**src/rtl/apb_reg_slave_pkg.sv**
```systemverilog
// Shared types and address-decode helper for the APB register slave.
package apb_reg_slave_pkg;

  typedef enum logic [1:0] {
    IDLE = 2'd0,
    WAIT = 2'd1,
    RESP = 2'd2
  } apb_slv_state_e;

  localparam int APB_WORD_LSB = 2;

  // Word-aligned and inside the register window.
  function automatic logic is_legal_addr(input logic [63:0] paddr, input int num_regs);
    logic [63:0] limit;
    limit = 64'(num_regs) << 2;
    return (paddr[1:0] == 2'b00) && (paddr < limit);
  endfunction

endpackage

```
**src/rtl/apb_reg_slave_if.sv**
```systemverilog
// APB bus bundle with initiator (master) and completer (slave) views.
interface apb_if #(
  parameter int ADDR_WIDTH = 32,
  parameter int DATA_WIDTH = 32
);
  logic                    psel;
  logic                    penable;
  logic [ADDR_WIDTH-1:0]   paddr;
  logic                    pwrite;
  logic [DATA_WIDTH-1:0]   pwdata;
  logic [DATA_WIDTH/8-1:0] pstrb;
  logic                    pready;
  logic [DATA_WIDTH-1:0]   prdata;
  logic                    pslverr;

  modport master (
    output psel, penable, paddr, pwrite, pwdata, pstrb,
    input  pready, prdata, pslverr
  );

  modport slave (
    input  psel, penable, paddr, pwrite, pwdata, pstrb,
    output pready, prdata, pslverr
  );
endinterface

```
**src/rtl/apb_reg_slave_bank.sv**
```systemverilog
// Register array: byte-strobed write port, combinational read port, flattened export.
module apb_reg_slave_bank #(
  parameter int NUM_REGS   = 8,
  parameter int DATA_WIDTH = 32
) (
  input  logic                           clk_i,
  input  logic                           rst_i,
  input  logic                           we,
  input  logic [$clog2(NUM_REGS)-1:0]    widx,
  input  logic [DATA_WIDTH-1:0]          wdata,
  input  logic [DATA_WIDTH/8-1:0]        wstrb,
  input  logic [$clog2(NUM_REGS)-1:0]    ridx,
  output logic [DATA_WIDTH-1:0]          rdata,
  output logic [NUM_REGS*DATA_WIDTH-1:0] regs_o
);
  localparam int STRB_W = DATA_WIDTH / 8;

  logic [DATA_WIDTH-1:0] mem_r [NUM_REGS];

  // Register storage with per-byte write enables.
  always_ff @(posedge clk_i) begin
    if (rst_i) begin
      for (int i = 0; i < NUM_REGS; i++) begin
        mem_r[i] <= {DATA_WIDTH{1'b0}};
      end
    end else if (we) begin
      for (int b = 0; b < STRB_W; b++) begin
        if (wstrb[b]) begin
          mem_r[widx][8*b +: 8] <= wdata[8*b +: 8];
        end
      end
    end
  end

  assign rdata = mem_r[ridx];

  for (genvar g = 0; g < NUM_REGS; g++) begin : g_flat
    assign regs_o[g*DATA_WIDTH +: DATA_WIDTH] = mem_r[g];
  end
endmodule

```
**src/rtl/apb_reg_slave.sv**
```systemverilog
// APB completer with a bank of R/W registers and fixed wait states.
// Optional macro APB_REG_SLAVE_ERR_EN: illegal accesses answer with pslverr=1.
module apb_reg_slave
  import apb_reg_slave_pkg::*;
#(
  parameter int ADDR_WIDTH  = 32,
  parameter int DATA_WIDTH  = 32,
  parameter int NUM_REGS    = 8,
  parameter int WAIT_CYCLES = 0
) (
  input  logic                           clk_i,
  input  logic                           rst_i,
  apb_if.slave                           apb,
  output logic [NUM_REGS*DATA_WIDTH-1:0] regs_o
);
  localparam int          IDX_W    = $clog2(NUM_REGS);
  localparam int          STRB_W   = DATA_WIDTH / 8;
  localparam logic [3:0]  WAIT_CNT = 4'(WAIT_CYCLES);
`ifdef APB_REG_SLAVE_ERR_EN
  localparam logic        ERR_EN   = 1'b1;
`else
  localparam logic        ERR_EN   = 1'b0;
`endif

  apb_slv_state_e         state_r;
  logic [3:0]             cnt_r;
  logic [IDX_W-1:0]       idx_r;
  logic                   wr_r;
  logic                   legal_r;
  logic [DATA_WIDTH-1:0]  wdata_r;
  logic [STRB_W-1:0]      wstrb_r;
  logic                   pready_r;
  logic [DATA_WIDTH-1:0]  prdata_r;
  logic                   pslverr_r;

  logic [ADDR_WIDTH-1:0]  paddr_s;
  logic                   setup_s;
  logic [IDX_W-1:0]       dec_idx_s;
  logic                   dec_legal_s;
  logic [IDX_W-1:0]       rsp_idx_s;
  logic                   rsp_legal_s;
  logic                   rsp_rd_s;
  logic [DATA_WIDTH-1:0]  rsp_data_s;
  logic                   rsp_err_s;
  logic [DATA_WIDTH-1:0]  bank_rdata_s;
  logic                   commit_s;

  assign paddr_s     = apb.paddr;
  assign setup_s     = apb.psel && !apb.penable;
  assign dec_idx_s   = paddr_s[IDX_W+APB_WORD_LSB-1:APB_WORD_LSB];
  assign dec_legal_s = is_legal_addr(64'(paddr_s), NUM_REGS);
  assign commit_s    = (state_r == RESP) && apb.psel && apb.penable && pready_r && wr_r && legal_r;

  // Response source: live decode when leaving IDLE, latched decode otherwise.
  always_comb begin
    rsp_idx_s   = idx_r;
    rsp_legal_s = legal_r;
    rsp_rd_s    = !wr_r;
    if (state_r == IDLE) begin
      rsp_idx_s   = dec_idx_s;
      rsp_legal_s = dec_legal_s;
      rsp_rd_s    = !apb.pwrite;
    end else begin
      rsp_idx_s   = idx_r;
      rsp_legal_s = legal_r;
      rsp_rd_s    = !wr_r;
    end
    rsp_data_s = (rsp_rd_s && rsp_legal_s) ? bank_rdata_s : {DATA_WIDTH{1'b0}};
    rsp_err_s  = ERR_EN && !rsp_legal_s;
  end

  // Transfer FSM, wait counter and registered response outputs.
  always_ff @(posedge clk_i) begin
    if (rst_i) begin
      state_r   <= IDLE;
      cnt_r     <= 4'd0;
      idx_r     <= {IDX_W{1'b0}};
      wr_r      <= 1'b0;
      legal_r   <= 1'b0;
      wdata_r   <= {DATA_WIDTH{1'b0}};
      wstrb_r   <= {STRB_W{1'b0}};
      pready_r  <= 1'b0;
      prdata_r  <= {DATA_WIDTH{1'b0}};
      pslverr_r <= 1'b0;
    end else begin
      case (state_r)
        IDLE: begin
          if (setup_s) begin
            idx_r   <= dec_idx_s;
            wr_r    <= apb.pwrite;
            legal_r <= dec_legal_s;
            wdata_r <= apb.pwdata;
            wstrb_r <= apb.pstrb;
            cnt_r   <= WAIT_CNT;
            if (WAIT_CNT == 4'd0) begin
              state_r   <= RESP;
              pready_r  <= 1'b1;
              prdata_r  <= rsp_data_s;
              pslverr_r <= rsp_err_s;
            end else begin
              state_r <= WAIT;
            end
          end
        end
        WAIT: begin
          if (!apb.psel) begin
            state_r <= IDLE;
            cnt_r   <= 4'd0;
          end else begin
            cnt_r <= cnt_r - 4'd1;
            if (cnt_r == 4'd1) begin
              state_r   <= RESP;
              pready_r  <= 1'b1;
              prdata_r  <= rsp_data_s;
              pslverr_r <= rsp_err_s;
            end
          end
        end
        RESP: begin
          // Completion or abort both return to IDLE; the write itself commits in the bank.
          if (!apb.psel || apb.penable) begin
            state_r   <= IDLE;
            cnt_r     <= 4'd0;
            pready_r  <= 1'b0;
            prdata_r  <= {DATA_WIDTH{1'b0}};
            pslverr_r <= 1'b0;
          end
        end
        default: begin
          state_r   <= IDLE;
          cnt_r     <= 4'd0;
          pready_r  <= 1'b0;
          prdata_r  <= {DATA_WIDTH{1'b0}};
          pslverr_r <= 1'b0;
        end
      endcase
    end
  end

  assign apb.pready  = pready_r;
  assign apb.prdata  = prdata_r;
  assign apb.pslverr = pslverr_r;

  apb_reg_slave_bank #(
    .NUM_REGS   (NUM_REGS),
    .DATA_WIDTH (DATA_WIDTH)
  ) u_bank (
    .clk_i  (clk_i),
    .rst_i  (rst_i),
    .we     (commit_s),
    .widx   (idx_r),
    .wdata  (wdata_r),
    .wstrb  (wstrb_r),
    .ridx   (rsp_idx_s),
    .rdata  (bank_rdata_s),
    .regs_o (regs_o)
  );
endmodule
```
**src/flat_wrapper.sv**
```systemverilog
// flat-port wrapper written by rule: the top's interface ports become plain ports
module apb_reg_slave_flat import apb_reg_slave_pkg::*;
#(
  parameter int ADDR_WIDTH  = 32,
  parameter int DATA_WIDTH  = 32,
  parameter int NUM_REGS    = 8,
  parameter int WAIT_CYCLES = 0
)
  (clk_i, rst_i, regs_o, apb_psel, apb_penable, apb_paddr, apb_pwrite, apb_pwdata, apb_pstrb, apb_pready, apb_prdata, apb_pslverr);
  apb_if #(.ADDR_WIDTH(ADDR_WIDTH), .DATA_WIDTH(DATA_WIDTH)) apb_i ();
  input  logic clk_i;
  input  logic rst_i;
  output logic [NUM_REGS*DATA_WIDTH-1:0] regs_o;
  input wire logic [$bits(apb_i.psel)-1:0] apb_psel;
  input wire logic [$bits(apb_i.penable)-1:0] apb_penable;
  input wire logic [$bits(apb_i.paddr)-1:0] apb_paddr;
  input wire logic [$bits(apb_i.pwrite)-1:0] apb_pwrite;
  input wire logic [$bits(apb_i.pwdata)-1:0] apb_pwdata;
  input wire logic [$bits(apb_i.pstrb)-1:0] apb_pstrb;
  output wire logic [$bits(apb_i.pready)-1:0] apb_pready;
  output wire logic [$bits(apb_i.prdata)-1:0] apb_prdata;
  output wire logic [$bits(apb_i.pslverr)-1:0] apb_pslverr;
  assign apb_i.psel = apb_psel;
  assign apb_i.penable = apb_penable;
  assign apb_i.paddr = apb_paddr;
  assign apb_i.pwrite = apb_pwrite;
  assign apb_i.pwdata = apb_pwdata;
  assign apb_i.pstrb = apb_pstrb;
  assign apb_pready = apb_i.pready;
  assign apb_prdata = apb_i.prdata;
  assign apb_pslverr = apb_i.pslverr;
  apb_reg_slave #(.ADDR_WIDTH(ADDR_WIDTH), .DATA_WIDTH(DATA_WIDTH), .NUM_REGS(NUM_REGS), .WAIT_CYCLES(WAIT_CYCLES)) u_core (.clk_i(clk_i), .rst_i(rst_i), .apb(apb_i), .regs_o(regs_o));
endmodule
```
**config.mk**
```make
export PLATFORM = sky130hd
export DESIGN_NAME = apb_reg_slave_flat
export DESIGN_NICKNAME = d
export VERILOG_FILES = /design/src/rtl/apb_reg_slave_pkg.sv /design/src/rtl/apb_reg_slave_if.sv /design/src/rtl/apb_reg_slave_bank.sv /design/src/rtl/apb_reg_slave.sv /design/src/flat_wrapper.sv
export SDC_FILE = /design/constraint.sdc
export NUM_CORES = 1
export LEC_CHECK = 0
export CAP_MARGIN = 0
export CORE_ASPECT_RATIO = 0.9
export CORE_MARGIN = 2
export CORE_UTILIZATION = 40
export CTS_BUF_LIST = sky130_fd_sc_hd__clkbuf_8 sky130_fd_sc_hd__clkbuf_16
export DETAILED_ROUTE_END_ITERATION = 7
export PLACE_DENSITY = 0.71
export SKIP_LAST_GASP = 1
export SYNTH_ARGS = -nofsm -noshare
export SYNTH_HDL_FRONTEND = slang
export SYNTH_SLANG_ARGS = --single-unit
export TNS_END_PERCENT = 50
```
**constraint.sdc**
```tcl
create_clock -name clk_i -period 1.8 [get_ports clk_i]
set_clock_uncertainty 0.05 [all_clocks]
set_input_delay 0.27 -clock clk_i [delete_from_list [all_inputs] [get_ports clk_i]]
set_output_delay 0.27 -clock clk_i [all_outputs]
set_load 0.05 [all_outputs]
```
### Word level (Yosys, flattened, before mapping)

Memory sizes are Yosys's and may differ from the RTL's.
Index checks and enable logic that the tools add are counted.

| word-level totals | value |
|---|---|
| bits in registers | 81 |
| bits in writable memories | 256 |
| output and inout port bits | 290 |
| memories kept | 1 |

| operators by class | value |
|---|---|
| $add $sub $neg | 1 |
| order comparisons | 1 |
| equal/unequal tests | 8 |
| mux-type cells | 48 |
| reductions and logical operators | 20 |

Memories:

| memory | depth | width | rd ports | clocked after memory_dff | write ports | RTL line | text |
|---|---|---|---|---|---|---|---|
| u_core.u_bank.mem_r | 8 | 32 | 9 | 0 | 8 | apb_reg_slave_bank.sv:18 | `logic [DATA_WIDTH-1:0] mem_r [NUM_REGS];` |

Operators with widths:

| operator | number |
|---|---|
| $mux W32 | 6 |
| $pmux W32 S3 | 1 |
| $lt A32 B6 Y1 const B | 1 |
| $reduce_or A32 Y1 | 1 |
| $mux W1 | 27 |
| $mux W4 | 4 |
| $pmux W4 S3 | 1 |
| $logic_and A1 B1 Y1 | 8 |
| $mux W2 | 4 |
| $mux W3 | 2 |
| $pmux W1 S3 | 2 |
| $pmux W2 S3 | 1 |
| $eq A4 B1 Y1 const B | 1 |
| $logic_not A1 Y1 | 4 |
| $logic_not A2 Y1 | 2 |
| $ne A2 B1 Y1 const B | 2 |
| $ne A2 B2 Y1 const B | 2 |
| $reduce_and A2 Y1 | 2 |
| $reduce_and A4 Y1 | 1 |
| $sub A4 B1 Y4 const B | 1 |
| $ne A3 B2 Y1 const B | 1 |
| $reduce_and A3 Y1 | 1 |
| $eq A2 B1 Y1 const B | 1 |
| $eq A2 B2 Y1 const B | 1 |
| $logic_or A1 B1 Y1 | 1 |

### Longest topological paths before layout

| depth | value |
|---|---|
| depth after elaboration | 11 |
| depth in mapped cells | 8 |
| gate-level depth less buffers | 5 |

### Modules after synthesis

From an unflattened synthesis, not the netlist that was laid out.

| second synthesis, totals | value |
|---|---|
| cells, all modules | 1001 |
| area, all modules | 14412.6 sq um |

By module, submodules not included:

| module | times used | cells an instance | area each (sq um) |
|---|---|---|---|
| apb_reg_slave_bank | 1 | 767 | 11778.8 |
| apb_reg_slave | 1 | 234 | 2633.8 |

### Least setup slack after synthesis

No wires, ideal clock.

| timing | value |
|---|---|
| path kind | register to register |
| start point | register u_core.state_r[1] |
| end point | register u_core.prdata_r[15] (netlist: u_core.apb.prdata[15]) |
| arrival | 2248 ps |
| required time | 1688 ps |
| slack | -560 ps |
| stages on the path, launching flop included | 9 |
| path buffers | 3 |
| clock period less this slack | 2360 ps |
| path through | dfxtp_1 -> buf_2 -> inv_1 -> ha_1 -> nor4_1 -> and3_1 -> clkbuf_1 -> buf_2 -> a32o_1 |

| between the ends | value |
|---|---|
| word-level cells in the longest chain between the ends | 7 |
| elaborated cells between the ends (all ways) | 18 |
| classes of those cells | eq/ne: 6; mux: 8; reduce/logical: 3; memory: 1 |

Ends and longest elaborated chain:

| what | RTL line | text |
|---|---|---|
| start: declaration | apb_reg_slave.sv:25 | `apb_slv_state_e state_r;` |
| start signal: assignment | apb_reg_slave.sv:75 | `state_r <= IDLE;` |
| start signal: assignment | apb_reg_slave.sv:96 | `state_r <= RESP;` |
| start signal: assignment | apb_reg_slave.sv:101 | `state_r <= WAIT;` |
| $logic_not A2 Y1 | apb_reg_slave.sv:59, apb_reg_slave.sv:86 |  |
| $mux W3 or $mux W1 (tied branches) | apb_reg_slave.sv:59 | `if (state_r == IDLE) begin` |
| $mem_v2 Z8 W32 or $logic_and A1 B1 Y1 (tied branches) | -- |  |
| $mux W32 | apb_reg_slave.sv:68 | `rsp_data_s = (rsp_rd_s && rsp_legal_s) ? bank_rdata_s : {DATA_WIDTH{1'b0}};` |
| $mux W32 | apb_reg_slave.sv:111 | `if (cnt_r == 4'd1) begin` |
| $mux W32 | apb_reg_slave.sv:106 | `if (!apb.psel) begin` |
| $pmux W32 S3 | apb_reg_slave.sv:86 | `case (state_r)` |
| end signal: assignment | apb_reg_slave.sv:83 | `prdata_r <= {DATA_WIDTH{1'b0}};` |
| end signal: assignment | apb_reg_slave.sv:98 | `prdata_r <= rsp_data_s;` |
| end signal: assignment | apb_reg_slave.sv:114 | `prdata_r <= rsp_data_s;` |
| end: declaration | apb_reg_slave.sv:33 | `logic [DATA_WIDTH-1:0] prdata_r;` |

Several ways; a longest one is shown, not always the timed one. The select of a mux whose other input is x is not followed.
A chain may end at the register's enable or synchronous reset.

### Worst setup path in the final report

| timing | value |
|---|---|
| start point | register u_core.state_r[1] |
| end point | register u_core.prdata_r[30] (netlist: u_core.apb.prdata[30]) |

Same word-level chain as after synthesis.

==> results.cfg <==
[synthesis]
synth_top_flop_cell = edfxtp_1
synthesis.area_sq_um = 14260
synth_fp_nets = 1198
proportion_of_synthesized_chip_area_in_sequential_cells_pct = 64.29
synthArstFlopShare_pct = 0
post_synth_num_cell_types = 35
postSynthAreaPerCell_sq_um = 12.69
post_synth_inst_count = 1124
synth_seq_cells = 330
synth_edf_count = 256
synth.yosys.warnings = 0

[global_routing]
grt_pass1_wl_um = 69710
globalRoute.totalOverflow = 0
global_route.usage.total_pct = 25.21
antenna_found_initial = 1
pin_count_of_the_biggest_net_entering_global_routing = 46
grt_pass1_vias = 11103

[timing]
rsz0062_at_grt = yes
hold-worst-slack_ps = 312.6
max_freq_mhz = 538.7
layout_min_cycle_time_ps = 1856
slew_headroom_pct = 62.73
worst_pin_slew_ps = 559.0
timing.final.ws_setup_ps = -56.42
final-max-slew-violation-count = 0
final-setup-viol-count = 45
min_period_over_period_pct = 103.1
finalHoldViolCount = 0

[worst_setup_path]
critical_path_required_ps = 2160
arrival_time_reported_for_the_critical_path_endpoint_ps = 2220
critical_path.startpoint_type = flop
worst_setup_path_end_kind = flop
crit_path_max_fanout = 8
worst-setup-path-type = flop to flop

[layout]
final.fill_count = 2843
nets = 1658
most_common_library_cell_in_the_layout_ignoring_fill_and_taps = buf_4
non_filler_instance_count_after_layout = 2082
drive_above_1_share_pct = 35.30
layout_common_cells = 365 x buf_4, 257 x and2_1, 256 x edfxtp_1
layout.core_utilization_pct = 58.30
syn2layout_area_growth_pct = 43.61

[floorplan]
io-pin-count = 363
floorplan_die_area_sq_um = 37180
initial_core_util_pct = 40.59
die-width_um = 203.0
chipHeight_um = 183.1
floorplan.core_area_sq_um = 35130
num_rows = 65

[route]
top_layer_used = met4
drc_errors = 0
drt-pass1-iter-count = 5
wirelength_met1_um = 20430
drt-total-wl_um = 48880
ant_nets = 0
wl_met2_um = 23130
post_drt_wl_per_cell_um = 23.48
met3WireLength_um = 4195
routed_vias = 11194
post_drt_via_cell_ratio = 5.377
drt_first_iter_violations = 860

[clock_network]
clock_tree.buffer_depth = 3
cts_tree = built
worst_setup_hold_path_clk_slew_ps = 60
number_of_cts_inserted_buffers = 37
htree_num_levels = 2
clk_root_buffer_cell = clkbuf_16
clock_sink_count = 330
worst_skew_pair.late_latency_ps = 520

[placed_design]
gpl.final_weighted_congestion = 0.8992
hpwlAfterDp_um = 34710
io_buffer_count = 361
placed_cells_incl_taps = 1993

[pwr]
static-leakage-power_nw = 8.241
power.total_mw = 21.91
power.density_nw_per_um2 = 1070
vdd_ir_drop_max_mv = 0.7007

[status]
outcome = finished with violations
violated_checks = setup timing

[flow_run]
timing.max_cap.violations = 0

[hold_path]
worst_hold_path_type = input pin to flop
## synth_stat cells (all sizes together), types with 2 or more instances
library cell	number	area share, %
nand2	132	3.5
clkbuf	17	0.45
and4	2	0.12
a32o	31	2.2
or2	32	1.4
buf	39	1.7
nand2b	3	0.13
a32oi	64	3.9
mux2i	105	7.4
nand3	3	0.11
nand4	4	0.18
nor4	7	0.31
a21o	2	0.11
and2	257	11
nor2	76	2.0
nor3	2	0.070
edfxtp	256	54
nor2b	4	0.18
dfxtp	74	10
## critical path: stages (launching register included)
cell and delay (ps):
dfxtp_4 410, buf_8 140, mux2i_4 250, buf_6 150
buf_12 140, mux2i_2 230, a32oi_2 110, a32o_1 250
## final timing paths
path | start | endpoint | slack, ps | cells after the start
worst max-delay path | u_core.state_r[1]$_SDFFE_PP0P_ | u_core.apb.prdata[30]$_SDFFE_PP0P_ | -60 | 7
worst min-delay path | apb_pstrb[2] | u_core.wstrb_r[2]$_SDFFE_PP0P_ | 310 | 3
worst max register to register | u_core.state_r[1]$_SDFFE_PP0P_ | u_core.apb.prdata[30]$_SDFFE_PP0P_ | -60 | 7
worst min register to register | u_core.legal_r$_SDFFE_PP0P_ | u_core.legal_r$_SDFFE_PP0P_ | 420 | 2
## area by class of cell
| class | count | area, sq um | share of cell area [%] |
|---|---|---|---|
| flip-flops and latches | 330 | 9175 | 44.80 |
| multi-input cells | 738 | 5256 | 25.66 |
| repair buffers | 476 | 4204 | 20.53 |
| clock buffers | 46 | 1072 | 5.235 |
| well taps | 469 | 586.8 | 2.865 |
| clock inverters | 21 | 178.9 | 0.8736 |
| inverters | 1 | 6.256 | 0.03054 |
| diodes | 1 | 2.502 | 0.01222 |
## routing by layer
metal / up-vias / track usage [%]
met5: - / 0
met3: 78 / 4.371
met1: 5561 / 34.70
li1: 4996 / -
met2: 559 / 41.40
met4: 0 / 6.715
## logic make-up (layout without fill, tap and decap cells)
kind of cell	count (synthesis)	count (layout)	share of synthesized area, %
other	1	2	0.02629
XOR/XNOR	1	1	0.06142
AND/OR/NAND/NOR	527	527	19.50
flip-flops	330	330	64.29
multiplexers	106	107	7.448
adder cells (fa/ha/maj)	1	1	0.08771
buffers and inverters	57	544	2.184
AO/OA/AOI/OAI	101	101	6.404
## state kept, by name (all words and copies together) (netlist names)
| register | cells |
|---|---|
| u_core.legal_r | 1 |
| u_core.state_r | 1 |
| u_core.u_bank.mem_r | 256 |
| u_core.wstrb_r | 4 |
| u_core.wr_r | 1 |
| u_core.idx_r | 3 |
| u_core.apb.prdata | 32 |
| u_core.wdata_r | 32 |
## metrics by stage
stage / area [sq um] / worst slack, ps / TNS, ps
detailed placement: 18380 / -483.6 / -75200
finish: 20480 / -56.42 / -828.5
CTS: 20040 / -65.29 / -1826
global route: 20480 / -127.2 / -10070
global placement: 18380 / -427.9 / -63360
floorplan: 14300 / -62.30 / -14980
## timing repair
action	in CTS	in global routing
gates cloned	6	4
hold buffers	0	0
pin swaps	6	21
gates resized for setup	38	83
setup buffers	11	1
endpoints found under the setup margin	189	323
## power by group
part | internal, mW | switching, mW
sequential | 8.48 | 0.391
clock | 4.64 | 2.99
combinational | 2.31 | 3.09
Note: power is estimated with default switching activity, not from simulation.
